File: config.mk
export PLATFORM = sky130hd
export DESIGN_NAME = alu_sequencer
export DESIGN_NICKNAME = d
export VERILOG_FILES = /design/src/rtl/alu_pkg.sv /design/src/rtl/alu_sequencer.sv
export SDC_FILE = /design/constraint.sdc
export NUM_CORES = 1
export LEC_CHECK = 0
export ABC_AREA = 0
export BUFFER_PORTS_ARGS = -buffer_cell sky130_fd_sc_hd__buf_4
export CAP_MARGIN = 25
export CORE_MARGIN = 2
export CORE_UTILIZATION = 35
export DETAILED_ROUTE_END_ITERATION = 8
export PLACE_DENSITY = 0.78
export SLEW_MARGIN = 25
export SYNTH_ARGS = -nofsm -noshare
export SYNTH_HDL_FRONTEND = slang
export SYNTH_SLANG_ARGS = --single-unit
File: constraint.sdc
create_clock -name clk -period 1.45 [get_ports clk]
set_input_delay 0.145 -clock clk [delete_from_list [all_inputs] [get_ports clk]]
set_output_delay 0.145 -clock clk [all_outputs]
set_load 0.02 [all_outputs]
File: src/rtl/alu_pkg.sv
// rtl/alu_pkg.sv - shared opcode/state types and defaults for the ALU sequencer
package alu_pkg;

    localparam int ALU_DATA_W = 8;

    typedef enum logic [3:0] {
        OP_PASS_B = 4'd0,
        OP_PASS_A = 4'd1,
        OP_ADD    = 4'd2,
        OP_SUB    = 4'd3,
        OP_AND    = 4'd4,
        OP_INC    = 4'd5,
        OP_DEC    = 4'd6,
        OP_XOR    = 4'd7,
        OP_NOP    = 4'd8,
        OP_CLEAR  = 4'd9,
        OP_OR     = 4'd10,
        OP_SWAP   = 4'd11,
        OP_CMPL   = 4'd12
    } alu_op_e;

    typedef enum logic [1:0] {
        ST_IDLE  = 2'd0,
        ST_ISSUE = 2'd1,
        ST_RESP  = 2'd2
    } seq_state_e;

    // Opcodes 13-15 have no ALU meaning and are reported as errors.
    function automatic logic op_undefined(input logic [3:0] op);
        return op > 4'(OP_CMPL);
    endfunction

    function automatic logic op_uses_alu(input logic [3:0] op);
        return (op != 4'(OP_NOP)) && !op_undefined(op);
    endfunction

endpackage

File: src/rtl/alu_sequencer.sv
// rtl/alu_sequencer.sv - single-command sequencer driving an external combinational ALU
module alu_sequencer
    import alu_pkg::*;
#(
    parameter int DATA_W = ALU_DATA_W
) (
    input  logic              clk,
    input  logic              reset,
    input  logic              cmd_valid,
    input  logic [3:0]        cmd_op,
    input  logic [DATA_W-1:0] cmd_operand,
    output logic              cmd_ready,
    output logic [3:0]        alu_inst,
    output logic [DATA_W-1:0] alu_a,
    output logic [DATA_W-1:0] alu_b,
    input  logic [DATA_W:0]   alu_ans,
    output logic              res_valid,
    input  logic              res_ready,
    output logic [DATA_W-1:0] res_acc,
    output logic              res_carry,
    output logic              res_err
);

    seq_state_e        state_q;
    seq_state_e        state_d;
    logic [3:0]        op_q;
    logic [DATA_W-1:0] opd_q;
    logic [DATA_W-1:0] acc_q;
    logic              carry_q;
    logic              err_q;
    logic              accept;

    always_ff @(posedge clk or negedge reset) begin
        if (!reset) begin
            state_q <= ST_IDLE;
        end else begin
            state_q <= state_d;
        end
    end

    always_comb begin
        state_d   = state_q;
        cmd_ready = 1'b0;
        res_valid = 1'b0;
        accept    = 1'b0;
        alu_inst  = 4'(OP_NOP);
        case (state_q)
            ST_IDLE: begin
                cmd_ready = 1'b1;
                if (cmd_valid) begin
                    accept  = 1'b1;
                    // nop and undefined opcodes skip the ALU and answer at once
                    state_d = op_uses_alu(cmd_op) ? ST_ISSUE : ST_RESP;
                end
            end
            ST_ISSUE: begin
                alu_inst = op_q;
                state_d  = ST_RESP;
            end
            ST_RESP: begin
                res_valid = 1'b1;
                if (res_ready) begin
                    state_d = ST_IDLE;
                end
            end
            default: begin
                state_d = ST_IDLE;
            end
        endcase
    end

    always_ff @(posedge clk or negedge reset) begin
        if (!reset) begin
            op_q    <= 4'(OP_NOP);
            opd_q   <= '0;
            acc_q   <= '0;
            carry_q <= 1'b0;
            err_q   <= 1'b0;
        end else begin
            if (accept) begin
                op_q  <= cmd_op;
                opd_q <= cmd_operand;
                err_q <= op_undefined(cmd_op);
            end
            if (state_q == ST_ISSUE) begin
                acc_q   <= alu_ans[DATA_W-1:0];
                carry_q <= alu_ans[DATA_W];
            end
        end
    end

    assign alu_a     = opd_q;
    assign alu_b     = acc_q;
    assign res_acc   = acc_q;
    assign res_carry = carry_q;
    assign res_err   = err_q;

endmodule

Yosys cells after proc, flatten, opt, wreduce, memory -nomap -nowiden. Cells that the tools add are included.

Input port bits: 25. Memories: 0. Bits in latches: 0. Memory bits (read-only): 0. Register bits after elaboration: 24. Bits in writable memories: 0.

$add $sub $neg: 0. Div/mod/pow operators: 0. Equality and inequality tests: 5. $lt $le $gt $ge: 1. Bitwise operators: 0. Mux-type cells: 9. Multipliers: 0. Reduce and logical (&&, ||, !) cells: 4. Shifts and indexed selects: 0.

Operators with widths (number): $mux 2 (3); $pmux 2 s3 (1); $gt 4x4->1 const B (1); $mux 1 (4); $mux 4 (1); $ne 2x2->1 const B (2); $ne 4x4->1 const B (1); $eq 2x1->1 const B (1); $eq 2x2->1 const B (1); $logic_not 2->1 (1); $reduce_and 2->1 (1); $logic_and 1x1->1 (1); $logic_not 1->1 (1).

Longest topological paths before layout.
Depth in word-level cells: 6. Gate-level depth with buffers: 4. Depth with buffers taken out: 3.

Least setup slack after synthesis. Ideal clock, no wire load.

Kind: reg2reg. From: register state_q[1]. To: register opd_q[0], in the netlist alu_a[0]. Period minus slack after synthesis: 1.367 ns. Data arrival time: 1.242 ns. Path slack: 0.083 ns. Stages on the path, launching flop included: 4. Cells stage by stage: dfrtp_1 > nor3b_4 > buf_8 > mux2_4.

Word-level cells in the longest chain between the ends: 2.

Ends and longest elaborated chain: start, declared (line alu_sequencer.sv:24) `seq_state_e state_q;`; start signal, assigned (line alu_sequencer.sv:37) `state_q <= state_d;`; $logic_not 2->1 (line alu_sequencer.sv:47) `case (state_q)`; $mux 1 (line alu_sequencer.sv:47); end signal, assigned (line alu_sequencer.sv:82) `opd_q <= cmd_operand;`; end, declared (line alu_sequencer.sv:27) `logic [DATA_W-1:0] opd_q;`.

Every way passes these cells. A chain may end at the register's enable or synchronous reset.

Worst setup path after layout.
From: register state_q[1]. To: register opd_q[3], in the netlist alu_a[3].

Same word-level chain as after synthesis.

==> summary.md <==
| Metric | Value |
|---|---|
| Run status | `complete, no violations` |
| First-pass GRT wire length | `3270 um` |
| RSZ-0062 raised after global routing | `true` |
| Area grow syn2layout | `48.90%` |
| Setup CP Type | `reg -> reg` |
| Core region area | `2978 um2` |
| CTS H-tree lvls | `1` |
| Clock buffer depth | `2` |
| Yosys reg bits | `24` |
| Sum Neg Setup Slack | `0 ps` |
| Share of cells above drive strength 1 | `71.97%` |
| Yosys warnings | `0` |
| Non-filler instance count after layout | `165` |
| Synth cell count leaders | `dfrtp_1, mux2_2, buf_4` |
| Pwr Total | `3.622 mW` |
| Worst-Margin Slew | `296.9 ps` |
| Synth unique cells | `20` |
| Diode count | `0` |
| Pwr dens | `2258 nW/um2` |
| Area share of the largest cell type after synthesis | `53.43%` |
| Starting Density | `36.18%` |
| Pre-CTS setup slack | `88.30 ps` |
| Max Cap Viol | `0` |
| Die X-Extent | `59.48 um` |
| Ranking of synthesized cells by area | `dfrtp_1, mux2_2, mux2_4` |
| DRT antenna net count | `0` |
| Min Tclk post-route | `1443 ps` |
| Slew Limit Headroom | `80.20%` |
| Critical Path RT | `1660 ps` |
| EDFF count, synth | `0` |
| Grt total ovfl | `0` |
| Initial antenna violation count | `0` |
| Final Wtd Congestion | `0.6932` |
| Die height | `59.48 um` |
| Hold Crit Class | `in -> reg` |
| Average cell area after synthesis | `14.56 um2` |
| Ys async rst share | `100.0%` |
| Synth area leader | `dfrtp_1` |
| Post-route DRC | `0` |
| Largest net degree at the start of global routing | `25` |
| Final Skew | `2.061 ps` |
| Num CTS Buffers | `3` |
| Seq/Total Area, Yosys | `55.87%` |
| Min setup slack post-route | `7.014 ps` |
| Final Setup Violations | `0` |
| Crit-path max FO | `12` |
| Initial drt markers | `8` |
| Top-count cell post-synth | `dfrtp_1` |
| LEAKAGE | `0.7789 nW` |
| Util after Layout | `53.87%` |
| Ports | `57` |
| Netlist Area Pre-Place | `1077 um2` |
| Hold Fails Final Rpt | `0` |
| Tcrit/Tclk final | `99.52%` |
| Max Fclk | `693.0 MHz` |
| Die Area | `3538 um2` |
| CP Data Arrival Time | `1650 ps` |
| Vias in the first global route | `770` |
| Count of pins over their slew limit | `0` |
| VDD IR-drop max | `0.5887 mV` |
| Vias per std cell | `4.576` |
| Worst setup SP type | `flop` |
| Worst skew pair latency | `310 ps` |
| Worst-path clk slew | `120 ps` |
| Detailed Route WL | `2214 um` |
| DP Wirelength | `1654 um` |
| Sink Count | `24` |
| Ys flop type | `dfrtp_1` |
| Crit. End Element | `flop` |
| Buffers on Ports | `56` |
| Num rows | `20` |
| Total number of vias | `755` |
| CTS tree | `built` |
| Syn_nets | `99` |
| Post-Syn Instances | `74` |
| DRT Pass-1 Iters | `2` |
| Placed cells | `155` |
| WL per Instance | `13.42 um` |
| Root Driver | `clkbuf_4` |
| Nets | `158` |
| Total GRT Usage | `12.92%` |
## state kept, by name (all words and copies together) (netlist names)
register / cells
alu_a: 8
op_q: 4
state_q: 2
res_carry: 1
res_err: 1
alu_b: 8
## placed cells by master, fill, tap and decap left out
cell and count:
buf_12 2, nor2b_4 1, dfstp_2 1, o31a_1 1
clkbuf_4 3, nand2_1 2, buf_6 3, o2111ai_1 1
dlygate4sd3_1 2, clkbuf_8 1, a21boi_1 1, o21ai_0 3
nor2_1 1, dfrtp_1 21, nand2b_1 1, nor3b_4 1
mux2_2 14, buf_4 57, nor2b_1 1, a21oi_1 1
and2_4 3, or3_1 1, dfrtp_2 2, mux2_4 7
inv_1 1
## metal layers
metal | GRT usage, % | vias to the layer above | wire [um] | part of all wire, %
li1 | - | 362 | - | -
met1 | 12.97 | 350 | 814 | 37
met2 | 24.02 | 39 | 1151 | 52
met3 | 2.620 | 4 | 203 | 9.2
met4 | 7.792 | 0 | 45 | 2.0
met5 | 0 | - | 0 | 0
## power by group
group          total, mW  internal (mW)  switching (mW)
clock              0.340          0.153           0.187
sequential          1.25           1.02           0.232
combinational       2.03           1.09           0.942
total               3.62           2.26            1.36
## what timing repair did
item / 4_1_cts / 5_1_grt
endpoints found under the hold margin: 25 / 0
setup buffers: 3 / 1
pin swaps: 0 / 3
gates resized for setup: 2 / 6
hold buffers: 2 / 0
endpoints found under the setup margin: 4 / 3
## worst paths after layout
check	cells after the start	startpoint	to	slack (ps)
max in group asynchronous	2	reset	op_q[3]	900
max	4	state_q[1]	alu_a[3]	7
min	2	alu_ans[4]	alu_b[4]	60
max reg2reg	4	state_q[1]	alu_a[3]	7
min in group asynchronous	2	reset	res_carry	270
min reg2reg	1	res_carry	res_carry	520
## kinds of logic after synthesis
kind of cell	after synthesis	synth area share, %
buffers and inverters	11	8.013
DFF	24	55.87
muxes	21	24.39
AOI/OAI and AO/OA	7	4.181
and+or+nand+nor	11	7.550
## metrics by stage
| stage | hold slack (ps) | area (um2) |
|---|---|---|
| floorplan | -150.6 | 1077 |
| global placement | 50.32 | 1484 |
| detailed placement | 58.71 | 1484 |
| CTS | 47.65 | 1565 |
| global route | 35.20 | 1604 |
| finish | 58.26 | 1604 |
## cell type report
cell class	instances	area [um2]
Sequential cell	24	604.3
Tap cell	33	41.29
Timing Repair Buffer	64	521.8
Fill cell	267	1374
Clock buffer	4	36.28
Multi-Input combinational cell	39	396.6
Inverter	1	3.754
## critical path, stage by stage (launching register included)
cell and delay, ps:
dfrtp_2 460, buf_12 140, nor3b_4 230, buf_12 180, mux2_2 330
Note: power is estimated with default switching activity, not from simulation.
